## src/rtl/rv32i_pipeline_core.sv

```systemverilog
// Five-stage RV32I core (IF/ID/EX/MEM/WB) with forwarding, branch flush, load-use and
// data-memory wait stalls, an ECALL drain/halt sequence and a retire port.
module rv32i_pipeline_core #(
   parameter logic [31:0] RESET_PC       = 32'h0000_0000,
   parameter bit          FLUSH_ON_ECALL = 1'b1
) (
   input  logic        clk,
   input  logic        rst,
   output logic [31:0] imem_addr,
   input  logic [31:0] imem_rdata,
   output logic        dmem_req,
   output logic        dmem_we,
   output logic [31:0] dmem_addr,
   output logic [31:0] dmem_wdata,
   input  logic        dmem_ready,
   input  logic [31:0] dmem_rdata,
   output logic        retire_valid,
   output logic [31:0] retire_pc,
   output logic        retire_we,
   output logic [4:0]  retire_rd,
   output logic [31:0] retire_wdata,
   output logic        halted
);
   typedef struct packed {
      logic reg_write; logic mem_read; logic mem_write; logic branch; logic jump;
      logic jalr; logic ecall; logic is_r; logic is_op; logic a_zero; logic a_pc;
   } ctrl_t;
   typedef enum logic [1:0] {RUN, DRAIN, HALTED} state_t;

   state_t      state_reg, state_next;
   logic [31:0] pc_reg;
   logic        ifid_valid_reg;
   logic [31:0] ifid_pc_reg, ifid_instr_reg;
   logic        idex_valid_reg, idex_alt_reg;
   ctrl_t       idex_ctrl_reg;
   logic [31:0] idex_pc_reg, idex_a_reg, idex_b_reg, idex_imm_reg;
   logic [4:0]  idex_rs1_reg, idex_rs2_reg, idex_rd_reg;
   logic [2:0]  idex_funct3_reg;
   logic        exmem_valid_reg, exmem_reg_write_reg, exmem_mem_read_reg, exmem_mem_write_reg;
   logic [31:0] exmem_pc_reg, exmem_result_reg, exmem_store_reg;
   logic [4:0]  exmem_rd_reg;
   logic        memwb_valid_reg, memwb_reg_write_reg;
   logic [31:0] memwb_pc_reg, memwb_wdata_reg;
   logic [4:0]  memwb_rd_reg;
   logic [31:0] rf [32];

   // ---------------- ID: decode, immediate, register read ----------------
   logic [6:0]  id_op;
   logic [4:0]  id_rs1, id_rs2, id_rd;
   ctrl_t       id_ctrl;
   logic [31:0] id_imm, id_a, id_b;
   logic        wb_we;

   assign id_op  = ifid_instr_reg[6:0];
   assign id_rd  = ifid_instr_reg[11:7];
   assign id_rs1 = ifid_instr_reg[19:15];
   assign id_rs2 = ifid_instr_reg[24:20];

   always_comb begin
      id_ctrl = '0;
      id_imm  = {{20{ifid_instr_reg[31]}}, ifid_instr_reg[31:20]};
      case (id_op)
         7'b0110011: begin id_ctrl.reg_write = 1'b1; id_ctrl.is_r = 1'b1; id_ctrl.is_op = 1'b1; end
         7'b0010011: begin id_ctrl.reg_write = 1'b1; id_ctrl.is_op = 1'b1; end
         7'b0000011: begin id_ctrl.reg_write = 1'b1; id_ctrl.mem_read = 1'b1; end
         7'b0100011: begin
            id_ctrl.mem_write = 1'b1;
            id_imm = {{20{ifid_instr_reg[31]}}, ifid_instr_reg[31:25], ifid_instr_reg[11:7]};
         end
         7'b1100011: begin
            id_ctrl.branch = 1'b1;
            id_imm = {{19{ifid_instr_reg[31]}}, ifid_instr_reg[31], ifid_instr_reg[7],
                      ifid_instr_reg[30:25], ifid_instr_reg[11:8], 1'b0};
         end
         7'b1101111: begin
            id_ctrl.jump = 1'b1; id_ctrl.reg_write = 1'b1;
            id_imm = {{11{ifid_instr_reg[31]}}, ifid_instr_reg[31], ifid_instr_reg[19:12],
                      ifid_instr_reg[20], ifid_instr_reg[30:21], 1'b0};
         end
         7'b1100111: begin id_ctrl.jalr = 1'b1; id_ctrl.reg_write = 1'b1; end
         7'b0110111: begin
            id_ctrl.reg_write = 1'b1; id_ctrl.a_zero = 1'b1;
            id_imm = {ifid_instr_reg[31:12], 12'b0};
         end
         7'b0010111: begin
            id_ctrl.reg_write = 1'b1; id_ctrl.a_pc = 1'b1;
            id_imm = {ifid_instr_reg[31:12], 12'b0};
         end
         7'b1110011: id_ctrl.ecall = 1'b1;
         default: ;
      endcase
   end

   // Register file with write-through so WB and ID can share a cycle.
   assign wb_we = memwb_valid_reg && memwb_reg_write_reg && (memwb_rd_reg != 5'd0);
   assign id_a  = (id_rs1 == 5'd0) ? 32'd0 :
                  (wb_we && memwb_rd_reg == id_rs1) ? memwb_wdata_reg : rf[id_rs1];
   assign id_b  = (id_rs2 == 5'd0) ? 32'd0 :
                  (wb_we && memwb_rd_reg == id_rs2) ? memwb_wdata_reg : rf[id_rs2];

   always_ff @(posedge clk) begin
      if (wb_we) rf[memwb_rd_reg] <= memwb_wdata_reg;
   end

   // ---------------- EX: forwarding, ALU, branch resolution ----------------
   logic        exmem_fwd_ok;
   logic [31:0] fwd_a, fwd_b, alu_a, alu_b, alu_y, ex_result, redirect_pc;
   logic        taken, redirect;

   assign exmem_fwd_ok = exmem_valid_reg && exmem_reg_write_reg && !exmem_mem_read_reg &&
                         (exmem_rd_reg != 5'd0);
   assign fwd_a = (exmem_fwd_ok && exmem_rd_reg == idex_rs1_reg) ? exmem_result_reg :
                  (wb_we && memwb_rd_reg == idex_rs1_reg) ? memwb_wdata_reg : idex_a_reg;
   assign fwd_b = (exmem_fwd_ok && exmem_rd_reg == idex_rs2_reg) ? exmem_result_reg :
                  (wb_we && memwb_rd_reg == idex_rs2_reg) ? memwb_wdata_reg : idex_b_reg;
   assign alu_a = idex_ctrl_reg.a_zero ? 32'd0 : (idex_ctrl_reg.a_pc ? idex_pc_reg : fwd_a);
   assign alu_b = idex_ctrl_reg.is_r ? fwd_b : idex_imm_reg;

   always_comb begin
      alu_y = alu_a + alu_b;
      if (idex_ctrl_reg.is_op) begin
         case (idex_funct3_reg)
            3'b000:  alu_y = (idex_ctrl_reg.is_r && idex_alt_reg) ? alu_a - alu_b : alu_a + alu_b;
            3'b001:  alu_y = alu_a << alu_b[4:0];
            3'b010:  alu_y = {31'd0, $signed(alu_a) < $signed(alu_b)};
            3'b011:  alu_y = {31'd0, alu_a < alu_b};
            3'b100:  alu_y = alu_a ^ alu_b;
            3'b101:  alu_y = idex_alt_reg ? 32'($signed(alu_a) >>> alu_b[4:0]) : alu_a >> alu_b[4:0];
            3'b110:  alu_y = alu_a | alu_b;
            default: alu_y = alu_a & alu_b;
         endcase
      end
      case (idex_funct3_reg)
         3'b000:  taken = (fwd_a == fwd_b);
         3'b001:  taken = (fwd_a != fwd_b);
         3'b100:  taken = ($signed(fwd_a) < $signed(fwd_b));
         3'b101:  taken = ($signed(fwd_a) >= $signed(fwd_b));
         3'b110:  taken = (fwd_a < fwd_b);
         3'b111:  taken = (fwd_a >= fwd_b);
         default: taken = 1'b0;
      endcase
   end

   assign redirect    = idex_valid_reg && (idex_ctrl_reg.jump || idex_ctrl_reg.jalr ||
                                           (idex_ctrl_reg.branch && taken));
   assign redirect_pc = idex_ctrl_reg.jalr ? ((fwd_a + idex_imm_reg) & ~32'd1)
                                           : idex_pc_reg + idex_imm_reg;
   assign ex_result   = (idex_ctrl_reg.jump || idex_ctrl_reg.jalr) ? idex_pc_reg + 32'd4 : alu_y;

   // ---------------- hazards and halt sequencing ----------------
   logic dmem_stall, load_use, ecall_ex, halt_fetch;

   assign dmem_stall = dmem_req && !dmem_ready;
   assign load_use   = idex_valid_reg && idex_ctrl_reg.mem_read && (idex_rd_reg != 5'd0) &&
                       ifid_valid_reg && (idex_rd_reg == id_rs1 || idex_rd_reg == id_rs2);
   assign ecall_ex   = idex_valid_reg && idex_ctrl_reg.ecall;
   assign halt_fetch = (state_reg != RUN) || ecall_ex;

   always_comb begin
      state_next = state_reg;
      case (state_reg)
         RUN:     if (ecall_ex) state_next = DRAIN;
         DRAIN:   if (!idex_valid_reg && !exmem_valid_reg && !memwb_valid_reg) state_next = HALTED;
         default: state_next = HALTED;
      endcase
   end

   always_ff @(posedge clk) begin
      if (rst) begin
         state_reg           <= RUN;
         pc_reg              <= RESET_PC;
         ifid_valid_reg      <= 1'b0;
         idex_valid_reg      <= 1'b0;
         idex_ctrl_reg       <= '0;
         exmem_valid_reg     <= 1'b0;
         exmem_reg_write_reg <= 1'b0;
         exmem_mem_read_reg  <= 1'b0;
         exmem_mem_write_reg <= 1'b0;
         memwb_valid_reg     <= 1'b0;
         memwb_reg_write_reg <= 1'b0;
      end else begin
         state_reg <= state_next;
         if (dmem_stall) begin
            // Frozen EX operands are refreshed, since the MEM/WB source they may need is bubbled.
            memwb_valid_reg     <= 1'b0;
            memwb_reg_write_reg <= 1'b0;
            idex_a_reg          <= fwd_a;
            idex_b_reg          <= fwd_b;
         end else begin
            memwb_valid_reg     <= exmem_valid_reg;
            memwb_reg_write_reg <= exmem_reg_write_reg;
            memwb_rd_reg        <= exmem_rd_reg;
            memwb_pc_reg        <= exmem_pc_reg;
            memwb_wdata_reg     <= exmem_mem_read_reg ? dmem_rdata : exmem_result_reg;

            exmem_valid_reg     <= idex_valid_reg;
            exmem_reg_write_reg <= idex_ctrl_reg.reg_write;
            exmem_mem_read_reg  <= idex_ctrl_reg.mem_read;
            exmem_mem_write_reg <= idex_ctrl_reg.mem_write;
            exmem_rd_reg        <= idex_rd_reg;
            exmem_pc_reg        <= idex_pc_reg;
            exmem_result_reg    <= ex_result;
            exmem_store_reg     <= fwd_b;

            idex_pc_reg     <= ifid_pc_reg;
            idex_a_reg      <= id_a;
            idex_b_reg      <= id_b;
            idex_imm_reg    <= id_imm;
            idex_rs1_reg    <= id_rs1;
            idex_rs2_reg    <= id_rs2;
            idex_rd_reg     <= id_rd;
            idex_funct3_reg <= ifid_instr_reg[14:12];
            idex_alt_reg    <= ifid_instr_reg[30];
            if (redirect || load_use || (halt_fetch && FLUSH_ON_ECALL)) begin
               idex_valid_reg <= 1'b0;
               idex_ctrl_reg  <= '0;
            end else begin
               idex_valid_reg <= ifid_valid_reg;
               idex_ctrl_reg  <= ifid_valid_reg ? id_ctrl : '0;
            end

            if (redirect || (halt_fetch && !load_use)) begin
               ifid_valid_reg <= 1'b0;
            end else if (!load_use) begin
               ifid_valid_reg <= 1'b1;
               ifid_pc_reg    <= pc_reg;
               ifid_instr_reg <= imem_rdata;
            end

            if (!halt_fetch) begin
               if (redirect)       pc_reg <= redirect_pc;
               else if (!load_use) pc_reg <= pc_reg + 32'd4;
            end
         end
      end
   end

   assign imem_addr    = pc_reg;
   assign dmem_req     = exmem_valid_reg && (exmem_mem_read_reg || exmem_mem_write_reg);
   assign dmem_we      = exmem_valid_reg && exmem_mem_write_reg;
   assign dmem_addr    = exmem_result_reg;
   assign dmem_wdata   = exmem_store_reg;
   assign retire_valid = memwb_valid_reg;
   assign retire_pc    = memwb_pc_reg;
   assign retire_we    = wb_we;
   assign retire_rd    = memwb_rd_reg;
   assign retire_wdata = memwb_wdata_reg;
   assign halted       = (state_reg == HALTED);
endmodule
```

## config.mk

```make
export PLATFORM = sky130hd
export DESIGN_NAME = rv32i_pipeline_core
export DESIGN_NICKNAME = d
export VERILOG_FILES = /design/src/rtl/rv32i_pipeline_core.sv
export SDC_FILE = /design/constraint.sdc
export NUM_CORES = 2
export LEC_CHECK = 0
export ABC_AREA = 0
export CORE_ASPECT_RATIO = 1.5
export CORE_MARGIN = 4
export CORE_UTILIZATION = 55
export CTS_CLUSTER_DIAMETER = 120
export DETAILED_ROUTE_END_ITERATION = 16
export PLACE_DENSITY = 0.78
export SETUP_SLACK_MARGIN = 0.5
export SYNTH_ARGS = -nofsm -noshare
export SYNTH_HDL_FRONTEND = slang
export SYNTH_SLANG_ARGS = --single-unit
```

## constraint.sdc

```tcl
create_clock -name clk -period 21.5 [get_ports clk]
set_input_delay 2.15 -clock clk [delete_from_list [all_inputs] [get_ports clk]]
set_output_delay 2.15 -clock clk [all_outputs]
set_load 0.05 [all_outputs]
```

==> Flow_metrics.wiki <==
{| class="wikitable"
! Metric !! Value
|-
| Share of power burned in combinational logic || 22.3%
|-
| Per-cell via count in the routed design || roughly 7.7
|-
| Routed length per instance || 44.2 um
|-
| Count of pins on the block boundary || 237
|-
| Routability congestion estimate from global placement || 1.13
|-
| Die height || roughly 480 um
|-
| Final cell count without fillers || around 7900
|-
| Number of stages on the worst hold path || 0
|-
| RSZ-0062 raised after global routing || false
|-
| H-tree depth reported by CTS || 4
|-
| Required time of the worst setup path || 22260 ps
|-
| Clock transition at the registers of the reported paths || 60 ps
|-
| Worst path arrival time || 8990 ps
|-
| Endpoints failing hold || 0
|-
| Internal power of the cells || between 5 and 6 mW
|-
| Final max-slew violation count || 6
|-
| Outcome || finished, violations left
|-
| Number of nets with antenna violations after routing || 0
|-
| Highest-count cells in the layout ignoring fill and taps || 1405 x sky130_fd_sc_hd__edfxtp_1, 646 x sky130_fd_sc_hd__mux4_2, 338 x sky130_fd_sc_hd__o21ai_0
|-
| Yosys warning count || 0
|-
| Startpoint Class || flip-flop
|-
| Number of gates given a new drive strength after cts || 0
|-
| Final Cell Area || about 90000 um2
|-
| VDD IR max || about 0.12 mV
|-
| Share of flip-flops with an asynchronous set or reset || 0%
|-
| GR Overflow Total || 0
|-
| Portion of total power attributed to sequential cells || 44.1%
|-
| Die outline width || roughly 320 um
|-
| Largest Register || rf
|-
| Relative area change from synthesis to final layout || 12.7%
|-
| Die area || approximately 150000 um2
|-
| Worst Path Max Fanout || 45
|-
| Highest Clock Rate || ~120 MHz
|-
| Critical Path Sink Type || flip-flop
|-
| CTS Hold Bufs || 0
|-
| Yosys reg bits || 1468
|-
| NumNets Final || 6160
|-
| Total placed instance area || about 86000 um2
|-
| Ys flop type || sky130_fd_sc_hd__edfxtp_1
|-
| Violated checks || max-capacitance violations, max-slew violations
|-
| Area of the core || 145000 um2
|-
| Period utilization || 38.3%
|-
| Average instance area after synthesis || approximately 14 um2
|-
| Slew headroom || -6.87%
|-
| Max Cap Viol || 2
|-
| Maximum number of pins on one net before global-route repair || 149
|-
| First-pass iteration count of the detailed router || 6
|-
| Fraction of the core area covered by cells at the end of the flow || a little over three fifths
|-
| Final Routed Wirelength || 352 mm
|-
| Setup-violating endpoint count in the final report || 0
|-
| Proportion of power drawn by the clock network || between 30 and 40%
|-
| Most common cell after layout, fill and taps aside || sky130_fd_sc_hd__edfxtp_1
|-
| Number of clock sinks || approximately 1500
|-
| Clock buffer depth || 3
|-
| Switching power || ~2.4 mW
|-
| Post-Syn Area || between 80000 and 90000 um2
|-
| Unique masters post-synth || ~100
|-
| Flip-flop count of the largest register after layout || 1024
|-
| Post-layout minimum cycle time || between 8000 and 9000 ps
|-
| Final routed DRC violation total || 0
|-
| Number of buffers created by CTS || 139
|-
| Sequential area share after synthesis || between 50% and 60%
|-
| Skew final || ~52 ps
|-
| Transition time of the tightest slew-check pin || 1590 ps
|-
| Global-route usage over all layers || between 40% and 50%
|-
| Setup CP Type || reg2reg
|-
| Leakage component of the power || 30.8 nW
|-
| Placed Cells || approximately 7700
|-
| Worst-skew pair later-pin latency || around 850 ps
|-
| Row count || between 150 and 200
|-
| Setup TNS || 0 ps
|-
| Gate count of the mapped netlist || 5654
|-
| Initial Util || a little under three fifths
|-
| Number of enable flip-flop cells after synthesis || ~1400
|-
| First-pass GRT wire length || approximately 480 mm
|-
| R2R cell count || 23
|-
| Clock tree root buffer cell || sky130_fd_sc_hd__clkbuf_16
|-
| Routed vias || about 60000
|-
| Fraction of layout instances using a drive strength above 1 || approximately 22%
|-
| Power per unit of standard cell area || between 80 and 90 nW/um2
|-
| Share of total power consumed by net switching || 31.3%
|-
| Port Buffer Count || 236
|-
| CTS tree || yes
|-
| DP Wirelength || 231 mm
|-
| Number of buffers inserted by post-CTS setup repair || 0
|-
| Initial antenna violation count || between 40 and 50
|-
| Hold WC Path Type || reg2reg
|-
| First DRT Iteration DRCs || 9044
|-
| Number of global-route vias before repair || between 50000 and 60000
|}
[per-layer routing]
layer	vias to the layer above	routed length, um	global-route usage [%]
met1	30248	106000	50.8
li1	23386	-	-
met2	5532	161000	69.8
met3	1690	41700	15.4
met4	18	42300	43.6
met5	-	135	0.0317
[kinds of logic after synthesis]
group                      after synthesis  synth area share (%)
DFF                                   1468                  53.9
AOI/OAI and AO/OA                     1245                  10.2
other                                    1               0.00465
adders and majority gates              196                  3.08
xor gates and xnor gates               158                  1.72
muxes                                  944                  21.9
and+or+nand+nor                       1097                  6.44
buffers and inverters                  545                  2.78
[synthesized netlist by cell type, drive strengths merged (20+ instances only)]
cell,number,area share [%]
a211oi,39,0.36
a21o,58,0.54
a21oi,266,1.7
a221oi,20,0.22
a22oi,30,0.28
a311oi,36,0.41
a31oi,61,0.47
and2,24,0.19
and3,35,0.27
buf,146,0.92
clkbuf,248,1.2
dfxtp,63,1.6
edfxtp,1405,52
ha,192,3.0
inv,150,0.70
mux2,88,1.2
mux2i,210,2.6
mux4,646,18
nand2,324,1.5
nand2b,25,0.19
nand3,78,0.48
nand4,63,0.49
nor2,299,1.4
nor2b,37,0.29
nor3,109,0.70
nor4,20,0.16
o211ai,55,0.53
o21a,27,0.25
o21ai,358,2.2
o22ai,59,0.46
o31ai,55,0.62
or3,25,0.20
xnor2,104,1.1
xor2,54,0.59
[worst paths after layout]
| kind | start | to | slack [ps] |
|---|---|---|---|
| setup / recovery | retire_rd[2]$_DFFE_PP_ | idex_ctrl_reg[9]$_SDFFE_PP0N_ | 13270 |
| hold / removal | exmem_pc_reg[9]$_DFFE_PP_ | retire_pc[9]$_DFFE_PP_ | 420 |
| setup reg to reg | retire_rd[2]$_DFFE_PP_ | idex_ctrl_reg[9]$_SDFFE_PP0N_ | 13270 |
| hold reg to reg | exmem_pc_reg[9]$_DFFE_PP_ | retire_pc[9]$_DFFE_PP_ | 420 |
[per-stage QoR]
| stage | setup WS [ps] | hold WS [ps] | power [mW] |
|---|---|---|---|
| after floorplan | 7410 | 400 | 4.46 |
| after global routing | 12990 | 419 | 7.95 |
| after global placement | 13720 | 400 | 5.11 |
| after detailed placement | 13450 | 405 | 5.12 |
| after CTS | 13440 | 414 | 7.69 |
| final | 13270 | 416 | 7.78 |
[cell type report]
class | count | area [um2]
multi-input combinational | 3672 | 35500
clock buffer | 170 | 3680
clock inverter | 81 | 1030
timing repair buffer | 465 | 4170
sequential | 1468 | 43500
tap | 1903 | 2380
antenna | 36 | 90.1
inverter | 151 | 572
fill | 10269 | 54400
[critical path, cell delays in order (launching register included)]
cell and delay [ps]:
sky130_fd_sc_hd__edfxtp_1 600, sky130_fd_sc_hd__or3_4 540, sky130_fd_sc_hd__o31ai_4 180, sky130_fd_sc_hd__buf_4 450, sky130_fd_sc_hd__inv_2 450, sky130_fd_sc_hd__nand3_2 150
sky130_fd_sc_hd__buf_4 500, sky130_fd_sc_hd__mux2i_1 140, sky130_fd_sc_hd__o21ai_0 330, sky130_fd_sc_hd__inv_1 120, sky130_fd_sc_hd__ha_1 560, sky130_fd_sc_hd__nand4_1 260
sky130_fd_sc_hd__nor3_1 560, sky130_fd_sc_hd__and2_1 240, sky130_fd_sc_hd__o311ai_1 170, sky130_fd_sc_hd__and3_1 260, sky130_fd_sc_hd__a211oi_1 410, sky130_fd_sc_hd__a311oi_4 150
sky130_fd_sc_hd__buf_4 300, sky130_fd_sc_hd__nor3_4 190, sky130_fd_sc_hd__buf_4 540, sky130_fd_sc_hd__nand2_1 280, sky130_fd_sc_hd__or3_1 420, sky130_fd_sc_hd__o31ai_1 200
[power groups by stage]
stage / clock (mW) / combinational [mW] / sequential, mW
floorplan: 0 / 0.892 / 3.57
global placement: 0 / 1.63 / 3.48
detailed placement: 0 / 1.64 / 3.48
CTS: 2.61 / 1.66 / 3.42
global route: 2.74 / 1.79 / 3.43
finish: 2.62 / 1.73 / 3.43
Power figures use the tool's default switching activity.
